File: config.mk
export PLATFORM = sky130hd
export DESIGN_NAME = iq_zip_sequencer
export DESIGN_NICKNAME = d
export VERILOG_FILES = /design/src/rtl/iq_zip_sequencer.sv
export SDC_FILE = /design/constraint.sdc
export NUM_CORES = 1
export LEC_CHECK = 0
export BUFFER_PORTS_ARGS = -buffer_cell sky130_fd_sc_hd__buf_2
export CAP_MARGIN = 5
export CORE_UTILIZATION = 56
export CTS_BUF_LIST = sky130_fd_sc_hd__clkbuf_8
export CTS_CLUSTER_DIAMETER = 120
export DETAILED_ROUTE_END_ITERATION = 12
export PLACE_DENSITY = 0.86
export SYNTH_ARGS = -nofsm -noshare
export SYNTH_HDL_FRONTEND = slang
export SYNTH_SLANG_ARGS = --single-unit
File: constraint.sdc
create_clock -name clk -period 2 [get_ports clk]
set_input_delay 0.4 -clock clk [delete_from_list [all_inputs] [get_ports clk]]
set_output_delay 0.4 -clock clk [all_outputs]
set_load 0.01 [all_outputs]
File: src/rtl/iq_zip_sequencer.sv
`default_nettype none
// ============================================================================
// Module      : iq_zip_sequencer
// Description : Compresses IQ symbols to one {I,Q} nibble byte each and packs
//               four symbols per AXI-Stream output word. The optional
//               IQ_ZIP_ROUND_EN macro adds round-half-up and saturation.
// Revision    : 1.0 - initial release
// ============================================================================
module iq_zip_sequencer #(
    parameter int WIDTH     = 32,
    parameter int MAX_SHIFT = 12
) (
    input  logic             clk,
    input  logic             reset,
    input  logic [3:0]       shift,
    input  logic [WIDTH-1:0] i_tdata,
    input  logic             i_tlast,
    input  logic             i_tvalid,
    output logic             i_tready,
    output logic [WIDTH-1:0] o_tdata,
    output logic             o_tlast,
    output logic             o_tvalid,
    input  logic             o_tready,
    output logic [1:0]       lane
);

    localparam int         HALF     = WIDTH / 2;
    localparam logic [3:0] C_MAX_SH = 4'(MAX_SHIFT);

    // Reduce one signed component to a 4-bit field starting at bit sh.
    function automatic logic [3:0] to_nibble(input logic [HALF-1:0] comp,
                                             input logic [3:0]      sh);
`ifdef IQ_ZIP_ROUND_EN
        logic        [HALF:0] rnd;
        logic signed [HALF:0] sum;
        logic signed [HALF:0] q;
        rnd = ((HALF+1)'(1) << sh) >> 1;
        sum = $signed({comp[HALF-1], comp}) + $signed(rnd);
        q   = sum >>> sh;
        if (int'(q) > 7)
            return 4'h7;
        else if (int'(q) < -8)
            return 4'h8;
        else
            return q[3:0];
`else
        return 4'(comp >> sh);
`endif
    endfunction

    logic [1:0]       r_lane;
    logic [WIDTH-1:0] r_pack;
    logic [3:0]       w_sh;
    logic [7:0]       w_byte;
    logic [WIDTH-1:0] w_pack_next;
    logic             w_in_hs;
    logic             w_out_hs;
    logic             w_done;

    assign i_tready = ~o_tvalid | o_tready;
    assign lane     = r_lane;
    assign w_in_hs  = i_tvalid & i_tready;
    assign w_out_hs = o_tvalid & o_tready;
    assign w_done   = w_in_hs & ((r_lane == 2'd3) | i_tlast);

    // Pack register is cleared on every group completion, so bytes never
    // written by a short group are already zero.
    always_comb begin
        w_sh        = (shift > C_MAX_SH) ? C_MAX_SH : shift;
        w_byte      = {to_nibble(i_tdata[WIDTH-1:HALF], w_sh),
                       to_nibble(i_tdata[HALF-1:0], w_sh)};
        w_pack_next = r_pack | (WIDTH'(w_byte) << (5'd24 - {r_lane, 3'b000}));
    end

    always_ff @(posedge clk) begin
        if (!reset) begin
            r_lane   <= 2'd0;
            r_pack   <= '0;
            o_tdata  <= '0;
            o_tlast  <= 1'b0;
            o_tvalid <= 1'b0;
        end else begin
            if (w_in_hs) begin
                r_lane <= w_done ? 2'd0 : r_lane + 2'd1;
                r_pack <= w_done ? '0 : w_pack_next;
            end
            // i_tready guarantees the output slot is free or draining here.
            if (w_done) begin
                o_tdata  <= w_pack_next;
                o_tlast  <= i_tlast;
                o_tvalid <= 1'b1;
            end else if (w_out_hs) begin
                o_tvalid <= 1'b0;
            end
        end
    end

endmodule
`default_nettype wire
==> run summary, run 1 <==
The flow ran to the end, and the final reports show no timing, DRC or antenna violations. The overall power of the completed layout is 3.070 mW. TritonCTS built the clock tree. The share of synthesized flip-flops with an asynchronous set or reset came out at 0.

After the first detailed-routing iteration, the DRC count stood at 228. The first-pass detailed-route iteration total came out at 5. The instance area after placement came out at 0.004011 mm².

The final design instance area without fill came out at 0.004205 mm². between 70 and 80 I/O pins were placed. The global-route usage over all layers came out at 0.2922. The pin count of the biggest net entering global routing is 43. The number of enable-type register cells in the synthesized netlist came out at 0.

The total overflow reported by the global router is 0. Once layout is complete, the utilization of the core stands at 0.7145. After detailed routing, the average wire length per cell comes to between 15 and 20 µm. For the final routed database, the setup TNS stands at 0 ps. The yosys synthesis warning count is 0. The clock sink total came out at between 60 and 70.

The power per cell area came out at roughly 730 mW/mm². The die covers between 0.006 and 0.007 mm². The detailed router placed about 3300 vias in this run. The largest voltage drop on the vdd net is 529.7 µV. The count of buffering cells on the critical path with inverters included is 1. The leading cell type in the layout, fill and taps excluded is sky130_fd_sc_hd__buf_2.

The top cell types in the final layout, fill and taps aside, are sky130_fd_sc_hd__buf_2, sky130_fd_sc_hd__dfxtp_1, sky130_fd_sc_hd__o21ai_1, sky130_fd_sc_hd__nand2_1, sky130_fd_sc_hd__a22oi_1. The number of antenna violations at the first check in global routing is 0. The average via count per standard cell came out at ~6. The wire length of the first global-routing pass is 14230 µm.

Averaged over all synthesized cells, the footprint is 9.247 µm². The worst slew slack as a fraction of its limit is 0.7184. The signal arrival time at the worst endpoint came out at 2050 ps. Among all flip-flop cells after synthesis, the most frequent one is sky130_fd_sc_hd__dfxtp_1. The horizontal die dimension is 80.06 µm. The min-delay analysis places its worst path in the category in -> reg. The root buffer cell chosen for the clock tree is sky130_fd_sc_hd__clkbuf_8.

The number of nets in the synthesized netlist came out at 411. The synthesis-stage register bit count came out at 68. The cts-stage hold buffer count came out at 0. The detailed placer's ending HPWL is 6526 µm. The max-capacitance violation count came out at 0.

The critical path in this run is classified as reg -> reg. The clock edge transition at the registers on the reported setup and hold paths came out at 70 ps. The sequential share of the synthesized area is 0.3990. The maximum frequency from static timing analysis is around 560 MHz.

The cell count after synthesis came out at 369. The data required time at the worst endpoint came out at about 2300 ps. The number of buffers created by CTS is 9. The number of diodes came out at 0. In the routed design, unresolved DRC markers number 0. The largest incremental delay on the critical path is 380 ps. CTS built an H-tree with a depth of 3. The die is ~80 µm tall. The count of endpoints failing setup in the final report is 0. The final antenna-violating net count came out at 0. The clock latency at the later pin of the worst-skew pair is 340 ps. The worst setup path is captured at a register. The analysis attributes to cell leakage a power of 1.782 nW. Setup repair after global routing left no endpoint under its margin. The number of global-route vias before repair is 3080. The total wire length after detailed routing came out at about 8900 µm. On the critical path the largest part of the delay comes from compound AO/OA/AOI/OAI gates. Traced cell by cell, the critical path runs through ha_1, nor2_1, o21a_2, buf_12, a22oi_1, o21ai_1. The area overhead of the layout relative to synthesis is 23.25%. The post-cts resize count is 0. The worst path in the final design needs a cycle of 1793 ps, including I/O delays and setup.

The critical path's slowest cell is sky130_fd_sc_hd__o21a_2. The worst setup path is launched from a register. The maximum root-to-sink buffer count came out at 2. The number of I/O port buffers came out at 77.

The final cycle utilization of the critical path is 0.8964. The mapped netlist covers 0.003412 mm². In the final layout, the share of cells above drive strength 1 is 0.3178. The post-layout net count came out at 509. The initial core utilization is 0.5797. The number of setup buffers added after CTS came out at 0.

The biggest fanout along the worst timing path is 42. The floorplan has 28 rows. The final-report max-slew violation count is 0.

The worst setup skew after layout came out at 11.10 ps. The routability congestion estimate came out at 0.9511. Counting distinct cell types in the post-synthesis netlist gives 61.

The area of the core is between 0.005 and 0.006 mm². The slew at the pin with the worst max-slew slack is 421.1 ps. The total count of hold-check failures in the final report came out at 0.
==> cell usage after synthesis (3+ instances only) <==
library cell | instances | share of area
sky130_fd_sc_hd__buf_2 | 8 | 0.012
sky130_fd_sc_hd__a22oi_1 | 33 | 0.073
sky130_fd_sc_hd__a21oi_1 | 14 | 0.021
sky130_fd_sc_hd__a211o_1 | 3 | 0.0077
sky130_fd_sc_hd__o21ai_0 | 3 | 0.0044
sky130_fd_sc_hd__mux2i_1 | 10 | 0.029
sky130_fd_sc_hd__nor2_1 | 10 | 0.011
sky130_fd_sc_hd__nand2b_1 | 5 | 0.0092
sky130_fd_sc_hd__a211oi_1 | 8 | 0.018
sky130_fd_sc_hd__and2_1 | 8 | 0.015
sky130_fd_sc_hd__nand3_1 | 4 | 0.0059
sky130_fd_sc_hd__o21ai_1 | 62 | 0.091
sky130_fd_sc_hd__nand2_1 | 51 | 0.056
sky130_fd_sc_hd__clkbuf_8 | 8 | 0.032
sky130_fd_sc_hd__a221o_1 | 4 | 0.012
sky130_fd_sc_hd__mux4_2 | 6 | 0.040
sky130_fd_sc_hd__dfxtp_1 | 68 | 0.40
sky130_fd_sc_hd__buf_6 | 4 | 0.013
sky130_fd_sc_hd__a21o_1 | 3 | 0.0066
sky130_fd_sc_hd__inv_1 | 4 | 0.0044
sky130_fd_sc_hd__a221oi_1 | 3 | 0.0077
==> worst register-to-register path, cell delays in order (launching register included) <==
cell                      delay (ps)
sky130_fd_sc_hd__dfxtp_1         310
sky130_fd_sc_hd__ha_1            230
sky130_fd_sc_hd__nor2_1          320
sky130_fd_sc_hd__o21a_2          380
sky130_fd_sc_hd__buf_12          250
sky130_fd_sc_hd__a22oi_1         130
sky130_fd_sc_hd__o21ai_1         100
==> cell families after synthesis <==
logic type	after synthesis	synth area share
muxes	19	0.08324
and+or+nand+nor	95	0.1313
xor gates and xnor gates	1	0.002567
AOI/OAI and AO/OA	153	0.3033
DFF	68	0.3990
adders and majority gates	1	0.003666
buffers and inverters	32	0.07701
==> per-stage QoR <==
stage | hold WS [ps] | cells | setup slack, ps
finish | 372.0 | 547 | 207.2
global route | 359.8 | 547 | 78.61
CTS | 356.3 | 547 | 229.9
detailed placement | 443.0 | 531 | -55.50
global placement | 433.4 | 531 | 3.256
floorplan | 427.8 | 369 | 217.8
==> final timing paths <==
path,startpoint,slack [ps],cells after the start,endpoint
max reg2reg,lane[0],210,6,o_tdata[22]
min reg2reg,r_pack[30],450,2,r_pack[30]
min,reset,370,2,o_tvalid
max,lane[0],210,6,o_tdata[22]
==> metal layers <==
metal	wire [µm]	part of all wire	vias up	global-route usage
li1	-	-	1562	-
met1	3690	0.42	1553	0.3597
met2	4303	0.49	158	0.4803
met3	668	0.075	18	0.07841
met4	206	0.023	0	0.1232
met5	0	0	-	0
==> flip-flops by register name, summed over array words and instances (netlist names) <==
name / count
o_tdata: 32
r_pack: 32
lane: 2
o_tlast: 1
o_tvalid: 1
==> report_power, final <==
group | internal [mW] | total, mW | switching (mW)
clock network | 0.598 | 1.09 | 0.487
logic | 0.258 | 0.571 | 0.313
registers | 1.39 | 1.41 | 0.0207
total | 2.25 | 3.07 | 0.821
==> final cells by class <==
cell class	instances	area, µm²
clock buffers	10	137.6
clock inverters	6	56.30
fillers	454	1680
inverters	4	15.01
multi-input cells	269	1795
flip-flops and latches	68	1361
well taps	75	93.84
repair buffers	115	745.7
Power figures use the tool's default switching activity.
==> run 2: changes to the inputs <==
Settings changed: CORE_ASPECT_RATIO set to 0.8.
==> run summary, run 2 (synthesis gave the netlist of run 1 again) <==
The tightest min-delay check is of the in -> reg type. The leakage power total is 1.731 nW (-2.9%). The biggest fanout along the worst timing path is 8 (-81%).

The post-layout net count is 501 (-1.6%). The final total negative setup slack came out at 0 ps (unchanged). The number of buffers created by CTS came out at 9 (unchanged). The final worst setup slack was 145.3 ps (-61.88 ps).

The worst slew slack as a fraction of its limit is 0.6390 (-0.07944). The minimum setup slack among reg-to-reg paths came out at 150 ps (-60 ps). The overall power of the completed layout is 3.057 mW (-0.43%). The final cycle utilization of the critical path came out at 0.9273 (+0.03094). Setup repair after global routing left no endpoint under its margin. The horizontal die dimension is 89.27 µm (+12%).

The global-route usage over all layers was 0.2892 (-0.003032). The worst setup skew after layout came out at 8.102 ps (-2.998 ps). The number of remaining DRC errors came out at 0 (unchanged). The first-pass detailed-route iteration total came out at 5 (unchanged). The number of antenna violations at the first check in global routing is 0 (unchanged).

The maximum frequency from static timing analysis was 539.2 MHz (-3.3%). The area of the die came out at 0.006411 mm² (about the same). The average via count per standard cell was 6.044 (+0.46%).

The worst setup path is captured at a register. The routed via count is 3294 (+0.091%). The pin count of the biggest net entering global routing came out at 65 (+51%).

The number of setup buffers added after CTS is 0 (unchanged). The cell count after placement is 529 (-0.38%). Leaving out fill and tap cells, the most frequent cell in the layout is sky130_fd_sc_hd__buf_2. The critical path launch point type is a register. The vertical die dimension is 71.82 µm (-10%). The final core utilization came to 0.7057 (-0.008753). The count of fill cells added during filler insertion came out at 479 (+5.5%). The detailed placer's ending HPWL is 6349 µm (-2.7%). The max-capacitance violation count is 0 (unchanged). The post-cts resize count came out at 0 (unchanged).

The data required time at the worst endpoint is 2280 ps (+20 ps). In the layout the commonest cells are sky130_fd_sc_hd__buf_2, sky130_fd_sc_hd__dfxtp_1, sky130_fd_sc_hd__o21ai_1, sky130_fd_sc_hd__nand2_1, sky130_fd_sc_hd__a22oi_1. The tightest hold margin came out at 340.0 ps (-31.99 ps). The number of diodes is 0 (unchanged). The cts-stage hold buffer count is 0 (unchanged). The routability congestion estimate came out at 0.9589 (+0.82%). The proportion of layout cells with a drive suffix above 1 is 0.3082 (-0.009607). The clock tree from TritonCTS is done. The maximum root-to-sink buffer count is 2 (unchanged). The final-report max-slew violation count came out at 0 (unchanged). The worst setup slack before clock tree synthesis is -117.9 ps (-62.40 ps). The number of standard cells in the layout, taps in and fillers out was 545 (-0.37%). The initial core utilization is 0.5802 (about the same). The wire length of the first global-routing pass came out at 14010 µm (-1.6%). The shortest period the worst path allows was 1855 ps (+61.88 ps). The instance area after placement came to 0.003959 mm² (-1.3%). The area of the core came to 0.005881 mm² (about the same). The clock latency at the later pin of the worst-skew pair came out at 350 ps (about the same). The final design instance area without fill is 0.004150 mm² (-1.3%). The number of global-route vias before repair is 2960 (-3.9%). The detail-routed net length per standard cell came to 16.02 µm (-1.2%). The clock sink total is 68 (unchanged). The clock root buffer is sky130_fd_sc_hd__clkbuf_8. The count of endpoints failing setup in the final report was 0 (unchanged). The number of DRC markers after the initial detailed-route iteration is 378 (+66%). The total wire length after detailed routing came out at 8729 µm (-1.6%). The floorplan row count is 25 (-11%). The total overflow reported by the global router came out at 0 (unchanged). The final antenna-violating net count was 0 (unchanged).

The signal arrival time at the worst endpoint was 2140 ps (+90 ps). The count of boundary I/O pins is 78 (unchanged). The power per cell area came out at 736.6 mW/mm² (+0.89%). The number of I/O port buffers is 77 (unchanged). The path type of the worst setup path is reg -> reg. The H-tree depth reported by CTS is 3 (unchanged). The slew at the pin with the worst max-slew slack is 541.5 ps (+120.4 ps). The flow ran to the end, and the final reports show no timing, DRC or antenna violations.

The largest voltage drop on the vdd net is 533.5 µV (+0.72%). Compared with the post-synthesis result, the final layout area differs by 21.64%. The clock edge transition at the registers on the reported setup and hold paths came out at 70 ps (about the same).

The total count of hold-check failures in the final report came out at 0 (unchanged).
## run 2: cell types whose count changed in the layout (fill, tap and decap cells not counted)
cell / before / now
sky130_fd_sc_hd__inv_1: 6 / 5
sky130_fd_sc_hd__inv_6: 0 / 1
sky130_fd_sc_hd__clkbuf_8: 10 / 9
sky130_fd_sc_hd__clkinv_4: 1 / 0
sky130_fd_sc_hd__buf_4: 32 / 24
sky130_fd_sc_hd__clkinvlp_4: 0 / 2
## run 2: path summary, 6_finish.rpt
| path | from | endpoint | cells after the start |
|---|---|---|---|
| setup / recovery | lane[0] | r_pack[18] | 5 |
| hold / removal | i_tvalid | o_tvalid | 3 |
| setup reg to reg | lane[0] | r_pack[18] | 5 |
| hold reg to reg | r_pack[1] | r_pack[1] | 2 |
## run 2: power by group
group | leakage [nW] | total (mW) | internal [mW] | switching [mW]
sequential | 0.550 | 1.41 | 1.39 | 0.0212
combinational | 1.08 | 0.543 | 0.236 | 0.308
clock | 0.0968 | 1.10 | 0.570 | 0.530
total | 1.73 | 3.06 | 2.20 | 0.859
## run 2: worst max-delay path, stage by stage (launching register included)
cell and delay [ps]:
sky130_fd_sc_hd__dfxtp_1 320, sky130_fd_sc_hd__ha_1 230, sky130_fd_sc_hd__nor2_1 350, sky130_fd_sc_hd__nand3_1 230
sky130_fd_sc_hd__or2_0 450, sky130_fd_sc_hd__o21ai_1 210
## run 2: per-layer routing
metal | GRT usage | up-vias | wire, µm
li1 | - | 1547 | -
met1 | 0.3847 | 1544 | 3739
met2 | 0.4563 | 177 | 4066
met3 | 0.08525 | 26 | 745
met4 | 0.08466 | 0 | 176
met5 | 0 | - | 0
## run 2: final cells by class
| class | instances | area (µm²) | area share |
|---|---|---|---|
| inverters | 4 | 15.01 | 0.003618 |
| multi-input cells | 269 | 1795 | 0.4326 |
| clock buffers | 9 | 123.9 | 0.02985 |
| flip-flops and latches | 68 | 1361 | 0.3280 |
| repair buffers | 107 | 685.7 | 0.1652 |
| well taps | 81 | 101.3 | 0.02442 |
| clock inverters | 7 | 67.56 | 0.01628 |
==> run 3: changes to the inputs <==
Settings changed: PLACE_DENSITY 0.86 to 0.82.
==> run summary, run 3 (synthesis gave the netlist of run 1 again) <==
The vertical die dimension is 71.82 µm (unchanged). The length of routed met3 wiring is 582 µm (-22%). The clock root buffer is sky130_fd_sc_hd__clkbuf_8. The cell depth of the worst hold path is 3 (unchanged). The clock sink total came to 68 (unchanged). The detailed placer's ending HPWL is 6305 µm (-0.69%). The total count of hold-check failures in the final report is 0 (unchanged). The flow ran to the end, and the final reports show no timing, DRC or antenna violations. The tightest min-delay check is of the in -> reg type. The net switching power of the design was 0.8647 mW (+0.65%). The share of power burned in combinational logic is 0.176 (-0.002).

The global-route usage over all layers is 0.2958 (+0.006677). The number of buffers created by CTS is 9 (unchanged). The first-pass detailed-route iteration total is 5 (unchanged). The power share of the clock group is 0.375 (+0.015). The final total negative setup slack is 0 ps (unchanged). The detailed-routing wirelength on met1 came out at 4124 µm (+10%). The number of global-route vias before repair was 2987 (+0.91%). The leakage power total was 1.748 nW (+1.0%). The library cell used most frequently in the layout, excluding fill and tap cells, is sky130_fd_sc_hd__buf_2. The critical path launch point type is a register. The count of fill cells added during filler insertion is 453 (-5.4%). The top cell types in the final layout, fill and taps aside, are sky130_fd_sc_hd__buf_2, sky130_fd_sc_hd__dfxtp_1, sky130_fd_sc_hd__o21ai_1, sky130_fd_sc_hd__nand2_1, sky130_fd_sc_hd__a22oi_1. The number of DRC markers after the initial detailed-route iteration is 291 (-23%). The area of the core was 0.005881 mm² (unchanged). Setup repair after global routing left no endpoint under its margin. The count of buffering cells on the critical path with inverters included is 0 (unchanged). The highest metal layer used by the detailed router is met4. The proportion of layout cells with a drive suffix above 1 came out at 0.3177 (+0.009508). The H-tree depth reported by CTS came out at 3 (unchanged). The average via count per standard cell came out at 5.922 (-2.0%). The total wire length after detailed routing is 8961 µm (+2.7%). The worst setup path is captured at a register. The floorplan row count came out at 25 (unchanged). The critical path is of the reg -> reg type. The number of diodes was 0 (unchanged). The critical path's slowest cell is sky130_fd_sc_hd__or2_0.

The internal power is 2.285 mW (+3.9%). The largest voltage drop on the vdd net came out at 610.1 µV (+14%). The shortest period the worst path allows came to 1816 ps (-38.77 ps). The cell depth of the worst flop-to-flop path came out at 5 (unchanged). For hold timing, the worst endpoint is o_tvalid. The clock edge transition at the registers on the reported setup and hold paths is 80 ps (about the same). The biggest fanout along the worst timing path is 8 (unchanged). The number of antenna violations at the first check in global routing is 0 (unchanged). The area of the die is 0.006411 mm² (unchanged). The worst setup skew after layout came out at 9.123 ps (+1.021 ps). The clock latency at the later pin of the worst-skew pair came out at 350 ps (about the same). TritonCTS built the clock tree.

The minimum setup slack among reg-to-reg paths came out at 180 ps (+40 ps). The final antenna-violating net count is 0 (unchanged). The signal arrival time at the worst endpoint was 2090 ps (-50 ps).

The number of I/O port buffers came out at 77 (unchanged). The data required time at the worst endpoint came out at 2280 ps (about the same). The worst slew slack as a fraction of its limit is 0.6409 (+0.001933). The endpoint identified for the worst register-to-register timing path is r_pack[23].

The final cycle utilization of the critical path came out at 0.9080 (-0.01938). The post-cts resize count is 0 (unchanged). The slew at the pin with the worst max-slew slack is 538.6 ps (-2.899 ps). The detail-routed net length per standard cell came out at 16.29 µm (+1.7%). The largest incremental delay on the critical path is 450 ps (about the same). The routed via count is 3257 (-1.1%). Traced cell by cell, the critical path runs through ha_1, nor2_1, nand3_1, or2_0, o21ai_1.

The wire length of the first global-routing pass was 14540 µm (+3.8%). The switching power as a share of total power came out at 0.2746 (-0.006473). The initial core utilization is 0.5802 (unchanged). The maximum frequency from static timing analysis came out at 550.7 MHz (+2.1%).

From synthesis to final layout, the design area changed by 22.19%. The horizontal die dimension was 89.27 µm (unchanged). The cts-stage hold buffer count is 0 (unchanged). The maximum root-to-sink buffer count is 2 (unchanged).

The max-capacitance violation count is 0 (unchanged). The relative contribution of sequential cells to total power was 0.449 (-0.013). The number of remaining DRC errors came out at 0 (unchanged). The total overflow reported by the global router is 0 (unchanged). The final core utilization is 0.7089 (+0.003191). The post-layout net count was 506 (+1.0%). The final-report max-slew violation count is 0 (unchanged). The startpoint identified for the worst register-to-register timing path is lane[0].

The routed length on met2 is 4158 µm (+2.3%). The routability congestion estimate is 0.9620 (+0.32%). The power per cell area came out at 755.5 mW/mm² (+2.6%). Among cell families on the critical path, the largest total delay comes from simple AND/OR/NAND/NOR gates. The number of setup buffers added after CTS is 0 (unchanged).

The count of boundary I/O pins came out at 78 (unchanged). The count of endpoints failing setup in the final report came out at 0 (unchanged). The worst hold path begins at i_tvalid.

The pin count of the biggest net entering global routing is 65 (unchanged).
-- run 3: cell count changes in the layout (fill, tap and decap cells not counted) --
cell,change
sky130_fd_sc_hd__buf_12,-3
sky130_fd_sc_hd__clkbuf_8,+2
sky130_fd_sc_hd__buf_4,+8
sky130_fd_sc_hd__inv_1,-1
sky130_fd_sc_hd__clkinv_2,-1
-- run 3: tightest hold or removal path: cells and delay by family --
family	cells	cell delay (ps)
compound gates	2	130
buf+inv	1	110
-- run 3: cell type report --
cell class	count	area [µm²]	share of cell area
clock buffer	11	151.4	0.03631
sequential	68	1361	0.3265
tap	81	101.3	0.02431
inverter	4	15.01	0.003601
timing repair buffer	112	685.7	0.1645
clock inverter	5	58.81	0.01411
multi-input combinational	269	1795	0.4307
-- run 3: metrics by stage --
step	worst slack [ps]	hold slack, ps	cell area [µm²]	cells	power [mW]
6_report	184.1	338.1	4169	550	3.149
3_3_place_gp	-15.33	432.3	3959	534	1.981
3_5_place_dp	-59.71	440.2	3959	534	1.990
2_1_floorplan	217.8	427.8	3412	369	1.773
5_1_grt	38.81	361.0	4169	550	3.263
4_1_cts	186.0	338.5	4169	550	3.152
-- run 3: how the worst max path moves through the flow --
stage | from | to | slack (ps) | cells past startpoint
after global placement | shift[1] | o_tdata[1] | -20 | 7
after floorplan | shift[0] | r_pack[2] | 220 | 6
final | lane[0] | r_pack[23] | 180 | 5
after global routing | lane[0] | r_pack[17] | 40 | 5
after detailed placement | shift[0] | r_pack[18] | -60 | 7
after CTS | lane[0] | r_pack[18] | 190 | 5
-- run 3: power groups by stage --
| stage | Clock, mW | Combinational [mW] | Sequential, mW |
|---|---|---|---|
| after floorplan | 0 | 0.319 | 1.45 |
| after global placement | 0 | 0.538 | 1.44 |
| after detailed placement | 0 | 0.546 | 1.44 |
| after CTS | 1.19 | 0.550 | 1.41 |
| after global routing | 1.25 | 0.600 | 1.42 |
| final | 1.18 | 0.554 | 1.41 |
-- run 3: layer usage --
layer  global-route usage  up-vias
li1                     -     1562
met1               0.4286     1550
met2               0.4572      127
met3              0.06682       18
met4              0.05291        0
met5                    0        -
